[config.mk]
export PLATFORM = sky130hd
export DESIGN_NAME = serial_encoder_flat
export DESIGN_NICKNAME = d
export VERILOG_FILES = /design/src/rtl/serial_encoder_pkg.sv /design/src/rtl/serial_encoder_if.sv /design/src/rtl/serial_encoder_prio_enc.sv /design/src/rtl/serial_encoder.sv /design/src/flat_wrapper.sv
export SDC_FILE = /design/constraint.sdc
export NUM_CORES = 1
export LEC_CHECK = 0
export CORE_MARGIN = 4
export CORE_UTILIZATION = 49
export CTS_CLUSTER_DIAMETER = 100
export CTS_CLUSTER_SIZE = 24
export DETAILED_ROUTE_END_ITERATION = 6
export PLACE_DENSITY = 0.85
export SYNTH_ARGS = -nofsm -noshare
export SYNTH_HDL_FRONTEND = slang
export SYNTH_HIERARCHICAL = 1
export SYNTH_SLANG_ARGS = --single-unit
[constraint.sdc]
create_clock -name clk -period 3.11 [get_ports clk]
set_clock_uncertainty 0.1 [all_clocks]
set_input_delay 0.622 -clock clk [delete_from_list [all_inputs] [get_ports clk]]
set_output_delay 0.622 -clock clk [all_outputs]
set_load 0.03 [all_outputs]
[src/rtl/serial_encoder_pkg.sv]
// serial_encoder_pkg: shared FSM state type and index-width helper (package enc_pkg)
// ENC_STATE_W : width of the encoder state register
// enc_state_t : ENC_IDLE (accepting loads) / ENC_EMIT (streaming indices)
// enc_idx_w(n): index width for an n-bit vector, $clog2(n) with a floor of 1
package enc_pkg;
    localparam int ENC_STATE_W = 1;
    typedef enum logic [ENC_STATE_W-1:0] {ENC_IDLE, ENC_EMIT} enc_state_t;
    function automatic int enc_idx_w(input int n);
        return (n < 2) ? 1 : $clog2(n);
    endfunction
endpackage

[src/rtl/serial_encoder_if.sv]
// serial_encoder_if: load and emit handshake bundle for serial_encoder
// slave  : encoder side (takes in_valid/in/out_ready, drives the rest)
// master : producer/consumer side
// in_valid/in_ready/in        load handshake and request vector
// out_valid/out_ready/x/out_last  index stream, one index per beat
// busy                        encoder is emitting
// err                         sticky dropped-request flag, only with SERIAL_ENCODER_ERR_EN
interface serial_encoder_if #(parameter int N_IN = 16);
    import enc_pkg::*;
    localparam int W_IDX = enc_idx_w(N_IN);
    logic             in_valid;
    logic             in_ready;
    logic [N_IN-1:0]  in;
    logic             out_valid;
    logic             out_ready;
    logic [W_IDX-1:0] x;
    logic             out_last;
    logic             busy;
`ifdef SERIAL_ENCODER_ERR_EN
    logic             err;
    modport slave  (input in_valid, in, out_ready, output in_ready, out_valid, x, out_last, busy, err);
    modport master (output in_valid, in, out_ready, input in_ready, out_valid, x, out_last, busy, err);
`else
    modport slave  (input in_valid, in, out_ready, output in_ready, out_valid, x, out_last, busy);
    modport master (output in_valid, in, out_ready, input in_ready, out_valid, x, out_last, busy);
`endif
endinterface

[src/rtl/serial_encoder_prio_enc.sv]
// prio_enc: combinational priority encoder with set-bit and one-hot detection
// vec   : input vector
// idx   : lowest set index (LSB_FIRST=1) or highest (LSB_FIRST=0), 0 when vec == 0
// found : vec has at least one bit set
// single: vec has exactly one bit set
module prio_enc
    import enc_pkg::*;
#(
    parameter int N_IN = 16,
    parameter bit LSB_FIRST = 1,
    localparam int W_IDX = enc_idx_w(N_IN)
) (
    input  logic [N_IN-1:0]  vec,
    output logic [W_IDX-1:0] idx,
    output logic             found,
    output logic             single
);
    localparam logic [N_IN-1:0] ONE = {{(N_IN-1){1'b0}}, 1'b1};
    // Scan from the low-priority end so the winning bit is the last one written.
    always_comb begin
        idx = '0;
        for (int i = 0; i < N_IN; i++) begin
            if (vec[LSB_FIRST ? N_IN-1-i : i]) idx = W_IDX'(LSB_FIRST ? N_IN-1-i : i);
        end
    end
    assign found  = |vec;
    assign single = found && ((vec & (vec - ONE)) == '0);
endmodule

[src/rtl/serial_encoder.sv]
// serial_encoder: latches a multi-hot request vector and emits each set index, one per beat
// clk : rising-edge clock
// rst : asynchronous active-high reset
// bus : serial_encoder_if.slave (load handshake, index stream, busy)
// Optional: define SERIAL_ENCODER_ERR_EN for the sticky bus.err flag
module serial_encoder
    import enc_pkg::*;
#(
    parameter int N_IN = 16,
    parameter bit LSB_FIRST = 1
) (
    input logic             clk,
    input logic             rst,
    serial_encoder_if.slave bus
);
    localparam int W_IDX = enc_idx_w(N_IN);
    localparam logic [N_IN-1:0] ONE = {{(N_IN-1){1'b0}}, 1'b1};
    enc_state_t       state, state_nxt;
    logic [N_IN-1:0]  pending, pend_nxt;
    logic [W_IDX-1:0] x_q, idx;
    logic             last_q, found, single;
    // The output registers are loaded from the encoder of the value pending will hold
    // after this edge, so X and Out_Last are ready the cycle after a load or beat.
    prio_enc #(.N_IN(N_IN), .LSB_FIRST(LSB_FIRST)) u_prio (
        .vec   (pend_nxt),
        .idx   (idx),
        .found (found),
        .single(single)
    );
    always_ff @(posedge clk or posedge rst) begin
        if (rst) state <= ENC_IDLE;
        else     state <= state_nxt;
    end
    // A zero load leaves nothing pending, so it naturally stays IDLE; the last
    // beat empties pending and returns to IDLE the same way.
    always_comb begin
        pend_nxt  = (state == ENC_IDLE && bus.in_valid)  ? bus.in :
                    (state == ENC_EMIT && bus.out_ready) ? pending & ~(ONE << x_q) : pending;
        state_nxt = found ? ENC_EMIT : ENC_IDLE;
    end
    always_ff @(posedge clk or posedge rst) begin
        if (rst) begin
            pending <= '0;
            x_q     <= '0;
            last_q  <= 1'b0;
        end else begin
            pending <= pend_nxt;
            x_q     <= idx;
            last_q  <= single;
        end
    end
    assign bus.in_ready  = (state == ENC_IDLE);
    assign bus.busy      = (state == ENC_EMIT);
    assign bus.out_valid = (state == ENC_EMIT);
    assign bus.x         = x_q;
    assign bus.out_last  = last_q;
`ifdef SERIAL_ENCODER_ERR_EN
    logic err_q;
    // Flags a zero load accepted in IDLE, or any request arriving while emitting.
    always_ff @(posedge clk or posedge rst) begin
        if (rst) err_q <= 1'b0;
        else     err_q <= err_q | (bus.in_valid && (state == ENC_EMIT || bus.in == '0));
    end
    assign bus.err = err_q;
`endif
endmodule

[src/flat_wrapper.sv]
// flat-port wrapper written by rule: the top's interface ports become plain ports
module serial_encoder_flat import enc_pkg::*;
#(
    parameter int N_IN = 16,
    parameter bit LSB_FIRST = 1
)
  (clk, rst, bus_in_valid, bus_in, bus_out_ready, bus_in_ready, bus_out_valid, bus_x, bus_out_last, bus_busy);
  serial_encoder_if #(.N_IN(N_IN)) bus_i ();
  input logic clk;
  input logic rst;
  input wire logic [$bits(bus_i.in_valid)-1:0] bus_in_valid;
  input wire logic [$bits(bus_i.in)-1:0] bus_in;
  input wire logic [$bits(bus_i.out_ready)-1:0] bus_out_ready;
  output wire logic [$bits(bus_i.in_ready)-1:0] bus_in_ready;
  output wire logic [$bits(bus_i.out_valid)-1:0] bus_out_valid;
  output wire logic [$bits(bus_i.x)-1:0] bus_x;
  output wire logic [$bits(bus_i.out_last)-1:0] bus_out_last;
  output wire logic [$bits(bus_i.busy)-1:0] bus_busy;
  assign bus_i.in_valid = bus_in_valid;
  assign bus_i.in = bus_in;
  assign bus_i.out_ready = bus_out_ready;
  assign bus_in_ready = bus_i.in_ready;
  assign bus_out_valid = bus_i.out_valid;
  assign bus_x = bus_i.x;
  assign bus_out_last = bus_i.out_last;
  assign bus_busy = bus_i.busy;
  serial_encoder #(.N_IN(N_IN), .LSB_FIRST(LSB_FIRST)) u_core (.clk(clk), .rst(rst), .bus(bus_i));
endmodule
==> flow_summary.toml, run 1 <==
[place]
gp_congestion = 0.888
io_buffers = 27
dpl.hpwl_mm = 2.54

[clock_network]
clockBufferDepth = 2
cts_tree = "built"
root_buffer = "clkbuf_4"
cts_made_buffers = 3
htreeDepth = 1
clk_pin_slew_ns = 0.11
cts_hold_buf = 0
cts_sinks = 22
insertion_delay_ns = 0.31
cts-resized-gates = 0
post-cts-setup-buffers = 0

[worst_setup_path]
r2r-end = "u_core/bus.out_last"
worst-r2r-setup-slack_ns = 0.59
crit_top_cell = "o21ai_0"
cp-startpoint = "bus_out_ready"
critPathRequiredTime_ns = 3.23
cp-start-kind = "primary input"
crit_path_top_delay_cell = "clkdlybuf4s50_1"
reg2reg_depth = 8
critPathMaxFanout = 8
critPathCaptureType = "register"
r2r_start = "u_core/bus.x[1]"
max_stage_delay_ns = 0.50
cpLargestDelayFamily = "simple AND/OR/NAND/NOR gates"
critPathArrivalTime_ns = 2.92
path_cells = "clkdlybuf4s50_1 -> nand3b_2 -> o21ai_0 -> o21ai_0 -> nor4_4 -> nand2_2 -> o41ai_2 -> nor2_1 -> nor4_2"
cp_num_buf_inv = 1
path_class = "in2reg"

[power]
swShare_pct = 48.4
p_switching_w = 0.000893
vdd_drop_max_v = 0.000722
seq_power_share_pct = 27.1
p_leak_nw = 0.655
fin_total_pwr_w = 0.00185
power_frac_comb_pct = 66.0
powerDensity_mw_per_mm2 = 1150
internal_power_w = 0.000952
p_clk_share_pct = 6.8

[synth]
synth_seq_cells = 22
yosys.area.top_type = "dfrtp_1"
netlist_area_sq_mm = 0.00124
synth_cells = 140
muxShareOfSynthArea_pct = 0
synth_adder_area_share_pct = 0
synth_top_family_by_area = "compound AO/OA/AOI/OAI gates"
synth.distinct_cells = 34
synth-xor-area-share_pct = 0.704
yosysTopAreaCellShare_pct = 44.3
synth-compound-area-share_pct = 26.2
yosys.area_share.simple_pct = 23.1
yosysWarnings = 6
seq_area_frac_synth_pct = 44.3
synth_area_leaders = "dfrtp_1 44%, o21ai_1 6.8%, o21ai_0 5.6%"
synth_fp_nets = 160
synth.avg_cell_area_sq_um = 8.88

[route]
drt_iter0_drc = 60
drtAntennaViolNets = 0
vias_per_cell = 6.10
wl_per_cell_um = 16.5
dr.pass1.iters = 4
drc = 0
routed_wl_mm = 3.34
vias = 1239

[timing]
rsz0062_at_grt = "false"
min_period_ns = 2.80
hold_viol = 0
fin_crit_sh_pct = 89.9
fmax_mhz = 358
slew_headroom_pct = 38.3
slew_violations = 0
tightestPinTransition_ns = 0.916
tns_ns = 0
finalSetupViolations = 0

[hold_path]
hold_end = "u_core/pending[13]"
hold_class = "reg2reg"
holdPathStages = 2
hold_start = "u_core/pending[13]"

[layout]
final_cell_mix = "27 x clkdlybuf4s50_1, 22 x dfrtp_1, 18 x nand2_1, 17 x o21ai_1, 14 x o21ai_0"
area_growth_pct = 29.6
final_common_cell = "clkdlybuf4s50_1"
nets = 197
antenna_cells = 0
layout-drive-gt1-share_pct = 12.6

[floorplanning]
fp-row-count = 17
dieHeight_um = 58.4
initial_core_util_pct = 53.6
core_sq_mm = 0.00232
io_pins = 28
die_area_sq_mm = 0.00341
die_w_um = 58.4

[grt]
grt.overflow.total = 0
grt_use_total_pct = 22.2
grt_max_degree = 23
grt_pass1_wl_mm = 5.73
grt_pass1_vias = 1207
antenna_found_initial = 0

[outcome]
status = "completed"

[run]
maxCapViolations = 0
==> through the flow <==
step | area (sq um) | std cells | setup slack, ns | util (%) | hold WS [ns]
floorplan | 1240 | 140 | 0.666 | - | 0.451
global placement | 1590 | 200 | 0.126 | 68.5 | 0.516
detailed placement | 1590 | 200 | -0.00356 | 68.5 | 0.535
CTS | 1610 | 203 | 0.309 | 69.5 | 0.552
global route | 1610 | 203 | 0.196 | 69.5 | 0.611
finish | 1610 | 203 | 0.314 | 69.5 | 0.558
==> routing by layer <==
metal | routed length (um) | share of wire [%] | vias to the layer above | track usage, %
met5 | 0 | 0 | - | 0
met4 | 101 | 3.0 | 0 | 10.3
met3 | 271 | 8.1 | 11 | 5.26
met2 | 1650 | 49 | 69 | 35.2
met1 | 1320 | 40 | 578 | 28.4
li1 | - | - | 581 | -
==> worst reg2reg max path, stage by stage, from the launching register on <==
cell,delay [ns]
dfrtp_1,0.57
or3b_1,0.41
o21ai_1,0.14
o21ai_1,0.13
nor4_4,0.40
nand2_2,0.15
o41ai_2,0.24
nor2_1,0.08
nor4_2,0.21
==> synthesized netlist by cell type (all sizes together) <==
| master | n |
|---|---|
| o31a | 1 |
| a21boi | 1 |
| o21ai | 31 |
| nor4 | 5 |
| nand3 | 3 |
| nor2b | 2 |
| a211oi | 3 |
| nand3b | 3 |
| buf | 6 |
| xor2 | 1 |
| nand2 | 19 |
| or3 | 1 |
| o41ai | 3 |
| nor3 | 3 |
| o21bai | 1 |
| inv | 5 |
| o2bb2ai | 1 |
| o22ai | 2 |
| o21a | 1 |
| dfrtp | 22 |
| nor2 | 12 |
| clkbuf | 1 |
| o31ai | 3 |
| o221ai | 1 |
| or3b | 3 |
| a21oi | 6 |
==> logic make-up after synthesis <==
group	after synthesis
compound gates	54
simple gates	51
flops	22
buf+inv	12
xor+xnor	1
==> sequential cells by signal, summed over array words and instances, names as in the netlist <==
register             flops
u_core/bus.out_last      1
u_core/pending          16
u_core/bus.x             4
u_core/bus.busy          1
==> power by group through the flow <==
stage                     sequential, W  clock [W]  combinational, W
final                          0.000501   0.000126           0.00122
after global routing           0.000517   0.000151           0.00133
after CTS                      0.000499   0.000131           0.00121
after detailed placement       0.000506          0           0.00120
after global placement         0.000501          0           0.00117
after floorplan                0.000515          0          0.000831
==> how the worst max path moves through the flow <==
stage / cells after the start / end / slack (ns)
after global routing: 9 / u_core/bus.out_last / 0.20
after detailed placement: 9 / u_core/bus.out_last / -0.004
after global placement: 9 / u_core/bus.out_last / 0.13
final: 9 / u_core/bus.out_last / 0.31
after CTS: 9 / u_core/bus.out_last / 0.31
after floorplan: 8 / u_core/bus.out_last / 0.67
==> cell type report <==
class | instances | area (sq um)
clock buffers | 3 | 22.5
well taps | 28 | 35.0
repair buffers | 39 | 360
inverters | 5 | 18.8
fillers | 190 | 707
multi-input cells | 106 | 624
flip-flops and latches | 22 | 551
No activity file was read; power rests on OpenSTA's default activity.
==> inputs of run 2 (changes only) <==
Settings changed: CORE_UTILIZATION 49 to 50, PLACE_DENSITY 0.85 to 0.84, SYNTH_HIERARCHICAL 1 to unset.
==> run 2 against run 1 <==
  * Register-to-register slack got worse by 0.07 ns
  * Sequential share of layout area shrank 5.7 points
  * Fmax is 4.4% lower
  * Design area rose by 20%
  * Clock-buffer cell count is the same
  * Area after synthesis is 18% higher
  * Critical path depth shrank 1
  * Non-clock buffer count is 8 higher
  * Core utilization is essentially flat
  * Sequential power grew 3%
  * Die area is 14% higher
  * Synthesized cell count is 7.1% higher
==> flow_summary.toml, run 2 <==
[layout]
area_growth_pct = 31.6
final_common_cell = "clkdlybuf4s50_1"
final_cell_mix = "27 x clkdlybuf4s50_1, 22 x dfrtp_1, 19 x buf_4, 16 x nor2_1, 13 x nand2_1"
largest_register_ffs = 16
antenna_cells = 0
nets = 217
top_register = "u_core.pending"
layout-drive-gt1-share_pct = 21.0

[worst_setup_path]
cp-start-kind = "primary input"
critPathRequiredTime_ns = 3.21
max_stage_delay_ns = 0.55
crit_path_top_delay_cell = "mux4_2"
critPathCaptureType = "register"
critPathArrivalTime_ns = 3.03
path_class = "in2reg"
critPathMaxFanout = 4
cp_num_buf_inv = 1
cpLargestDelayFamily = "simple AND/OR/NAND/NOR gates"
path_cells = "clkdlybuf4s50_1 -> nor2b_2 -> mux4_2 -> o311ai_4 -> nand2_4 -> o31ai_2 -> nand4_1 -> nor4_2"

[floorplanning]
core_sq_mm = 0.00278
initial_core_util_pct = 52.9
die_area_sq_mm = 0.00387
die_w_um = 62.2
fp-row-count = 19
dieHeight_um = 62.2
io_pins = 28

[grt]
grt_use_total_pct = 22.2
grt_pass1_vias = 1447
antenna_found_initial = 0
grt_pass1_wl_mm = 7.00
grt.overflow.total = 0
grt_max_degree = 23

[timing]
slew_headroom_pct = 43.7
tightestPinTransition_ns = 0.844
fin_ws_ns = 0.184
hold_viol = 0
hold_slack_ns = 0.557
fmax_mhz = 342
fin_crit_sh_pct = 94.1
rsz0062_at_grt = "false"
slew_violations = 0
finalSetupViolations = 0
min_period_ns = 2.93

[clock_network]
htreeDepth = 1
cts_tree = "built"
clockBufferDepth = 2
cts-resized-gates = 0
cts_made_buffers = 3
cts_sinks = 22
insertion_delay_ns = 0.30
cts_hold_buf = 0
post-cts-setup-buffers = 0
root_buffer = "clkbuf_4"
clk_pin_slew_ns = 0.11

[place]
dpl.hpwl_mm = 3.26
gp_congestion = 0.925
io_buffers = 27
place_ws_ns = -0.193

[synth]
netlist_area_sq_mm = 0.00147
synth.most_common_cell = "dfrtp_1"
synth.avg_cell_area_sq_um = 9.80
yosysTopAreaCellShare_pct = 37.4
synth_area_leaders = "dfrtp_1 37%, nor2_1 4.1%, nand2_1 3.3%"
ys.flop_type = "dfrtp_1"
synth_edf_count = 0
synth.distinct_cells = 52
postSynth.asyncResetShare_pct = 100
synth_cells = 150
yosysWarnings = 0
seq_area_frac_synth_pct = 37.4
yosys.area.top_type = "dfrtp_1"
synth_common_cells = "22 x dfrtp_1, 16 x nor2_1, 13 x nand2_1"
synth_seq_cells = 22
synth_fp_nets = 170

[route]
vias_per_cell = 6.49
dr.pass1.iters = 6
wl_per_cell_um = 18.6
routed_wl_mm = 4.20
drtAntennaViolNets = 0
drt_iter0_drc = 168
drc = 0
vias = 1467

[power]
power_frac_comb_pct = 69.6
powerDensity_mw_per_mm2 = 1100
internal_power_w = 0.00111
p_leak_nw = 0.824
vdd_drop_max_v = 0.000861
seq_power_share_pct = 24.4
p_switching_w = 0.00101
p_clk_share_pct = 6.0
swShare_pct = 47.8

[run]
maxCapViolations = 0

[hold_path]
hold_class = "reg2reg"

[outcome]
status = "completed"
## run 2: area by class of cell
cell class | instances | area (sq um)
timing repair buffer | 47 | 424
clock buffer | 3 | 22.5
tap | 31 | 38.8
fill | 214 | 847
sequential | 22 | 551
multi-input combinational | 110 | 850
inverter | 13 | 48.8
## run 2: kinds of logic (layout without fill, tap and decap cells)
group | Yosys count | in the layout | synth area share [%]
AOI/OAI and AO/OA | 42 | 42 | 25.1
adders and majority gates | 1 | 1 | 0.681
buffers and inverters | 18 | 63 | 5.79
DFF | 22 | 22 | 37.4
muxes | 6 | 6 | 5.02
and+or+nand+nor | 61 | 61 | 26.0
## run 2: routing by layer
layer / global-route usage [%] / share of wire, % / routed length (um)
met3: 3.78 / 12 / 493
met4: 9.21 / 2.2 / 94
met5: 0 / 0 / 0
met2: 34.5 / 47 / 1970
met1: 30.4 / 39 / 1650
## run 2: worst min-delay path: cells and delay by family (launching register included)
| family | cells | cell delay (ns) |
|---|---|---|
| flops | 1 | 0.39 |
| buf+inv | 1 | 0.10 |
| compound gates | 1 | 0.13 |
## run 2: through the flow
step	instances	setup TNS [ns]	util (%)	cell area, sq um	power (W)
floorplan	150	0	-	1470	0.00141
global placement	223	-0.0396	68.1	1890	0.00188
detailed placement	223	-0.193	68.1	1890	0.00192
CTS	226	0	68.9	1920	0.00206
global route	226	0	69.5	1930	0.00225
finish	226	0	69.5	1930	0.00212
## run 2: power by group through the flow
stage          combinational, W  clock [W]  sequential (W)
6_report                0.00147   0.000128        0.000517
4_1_cts                 0.00142   0.000133        0.000510
5_1_grt                 0.00157   0.000147        0.000525
3_5_place_dp            0.00141          0        0.000516
3_3_place_gp            0.00137          0        0.000509
2_1_floorplan          0.000871          0        0.000542
## run 2: path summary, 6_finish.rpt
kind                                        start                   to  slack, ns  cells after the start
max in group asynchronous                     rst    u_core.pending[7]       1.72                      2
worst min-delay path            u_core.pending[6]    u_core.pending[6]       0.56                      2
worst max register to register    u_core.bus.busy  u_core.bus.out_last       0.52                      9
min in group asynchronous                     rst    u_core.pending[1]       0.67                      2
worst max-delay path                 bus_in_valid  u_core.bus.out_last       0.18                      8
worst min register to register  u_core.pending[6]    u_core.pending[6]       0.56                      2
==> inputs of run 3 (changes only) <==
Settings changed: CTS_BUF_LIST set to sky130_fd_sc_hd__clkbuf_8.
==> run 3 against run 2 <==
  * Die area is the same
  * Combinational power grew 7%
  * Via count is the same
  * Sequential power is essentially flat
  * Fmax shrank 0.85%
  * Critical path depth is the same
  * Clock-buffer cell count is the same
  * Total power grew 7.1%
  * Largest cell class unchanged
  * Largest power group unchanged
==> flow_summary.toml, run 3 (synthesized netlist as in run 2, its figures left out) <==
[clock_network]
cts_hold_buf = 0
htreeDepth = 1
clockBufferDepth = 2
clk_pin_slew_ns = 0.08
cts_sinks = 22
root_buffer = "clkbuf_8"
cts_tree = "built"
cts_made_buffers = 3
insertion_delay_ns = 0.26

[worst_setup_path]
critPathCaptureType = "register"
critPathMaxFanout = 5
reg2reg_depth = 8
cp-start-kind = "primary input"
path_cells = "clkdlybuf4s50_1 -> nand4bb_1 -> nor3_1 -> a221o_1 -> nand2_1 -> o31ai_1 -> a31oi_2 -> nor4_4"
critPathArrivalTime_ns = 3.02
critPathRequiredTime_ns = 3.17
crit_path_top_delay_cell = "clkdlybuf4s50_1"
max_stage_delay_ns = 0.57
path_class = "in2reg"

[timing]
finalSetupViolations = 0
hold_slack_ns = 0.548
fmax_mhz = 339
tightestPinTransition_ns = 0.888
rsz0062_at_grt = "false"
min_period_ns = 2.95
slew_violations = 0
slew_headroom_pct = 40.8
hold_viol = 0
fin_crit_sh_pct = 94.9

[run]
maxCapViolations = 0

[floorplanning]
core_sq_mm = 0.00278
die_w_um = 62.2
fp-row-count = 19
io_pins = 28
initial_core_util_pct = 52.9
dieHeight_um = 62.2
die_area_sq_mm = 0.00387

[grt]
grt_max_degree = 23
grt_util_met2_pct = 34.3
top_usage_layer = "met2"
grt_use_met3_pct = 4.14
globalRouteMet1Util_pct = 31.3
grt_pass1_vias = 1450
antenna_found_initial = 0
grt.overflow.total = 0
grt_pass1_wl_mm = 7.04
grt_use_total_pct = 22.5

[hold_path]
holdPathStages = 1
hold_class = "reg2reg"

[place]
gp_congestion = 0.925
dpl.hpwl_mm = 3.26
io_buffers = 27
placed_cell_area_sq_mm = 0.00189

[layout]
final_common_cell = "clkdlybuf4s50_1"
area_growth_pct = 34.9
multi_input_area_sq_um = 866
layout-drive-gt1-share_pct = 22.4
ff_latch_area_sq_um = 551
top_register = "u_core.pending"
fillerInstances = 208
nets = 218
final_area_sq_mm = 0.00198
final_cell_mix = "26 x clkdlybuf4s50_1, 22 x dfrtp_1, 19 x buf_4, 16 x nor2_1, 13 x nand2_1"
largest_register_ffs = 16
final_util_pct = 71.3
antenna_cells = 0

[route]
drc = 0
wl_per_cell_um = 19.5
vias = 1467
routed_wl_mm = 4.44
drt_iter0_drc = 151
vias_per_cell = 6.46
drtAntennaViolNets = 0
dr.pass1.iters = 4

[power]
powerDensity_mw_per_mm2 = 1140
p_leak_nw = 0.849
fin_total_pwr_w = 0.00227
vdd_drop_max_v = 0.000915

[outcome]
status = "completed"
-- run 3: cell types whose count changed in the layout (fill, tap and decap cells not counted), sizes merged --
cell	change
buf	+1
clkdlybuf4s50	-1
dlymetal6s2s	+1
-- run 3: layout make-up --
cell class / instances / share of cell area [%]
Multi-Input combinational cell: 110 / 43.7
Clock buffer: 3 / 2.08
Timing Repair Buffer: 48 / 22.1
Sequential cell: 22 / 27.8
Inverter: 13 / 2.46
Tap cell: 31 / 1.96
-- run 3: report_power, final --
part,total (W),internal (W),switching (W)
clock,0.000178,0.0000866,0.0000910
combinational,0.00158,0.000698,0.000878
sequential,0.000516,0.000402,0.000113
-- run 3: through the flow --
stage / setup slack [ns] / TNS [ns] / cells
final: 0.159 / 0 / 227
after global routing: 0.0217 / 0 / 227
after CTS: 0.0806 / 0 / 226
after detailed placement: -0.193 / -0.193 / 223
after global placement: -0.0396 / -0.0396 / 223
after floorplan: 0.512 / 0 / 150
-- run 3: per-layer routing --
metal | vias to the layer above | share of wire, %
met2 | 83 | 47
met1 | 714 | 41
met5 | - | 0
met4 | 0 | 2.3
li1 | 658 | -
met3 | 12 | 9.6
-- run 3: worst paths after layout --
path / from / end / slack [ns]
min reg2reg: u_core.pending[10] / u_core.pending[10] / 0.55
min in group asynchronous: rst / u_core.pending[1] / 0.74
max in group asynchronous: rst / u_core.pending[14] / 1.62
max: bus_out_ready / u_core.bus.out_last / 0.16
max reg2reg: u_core.bus.busy / u_core.bus.out_last / 0.38
min: u_core.pending[10] / u_core.pending[10] / 0.55
-- run 3: critical path, delay by kind of cell --
kind,cells,cell delay (ns)
and+or+nand+nor,4,0.97
AOI/OAI and AO/OA,3,0.86
buffers and inverters,1,0.57
-- run 3: what timing repair did --
action | 4_1_cts | 5_1_grt
gates resized for setup | 0 | 9
buffers inserted | 0 | 1
endpoints found under the setup margin | 0 | 1
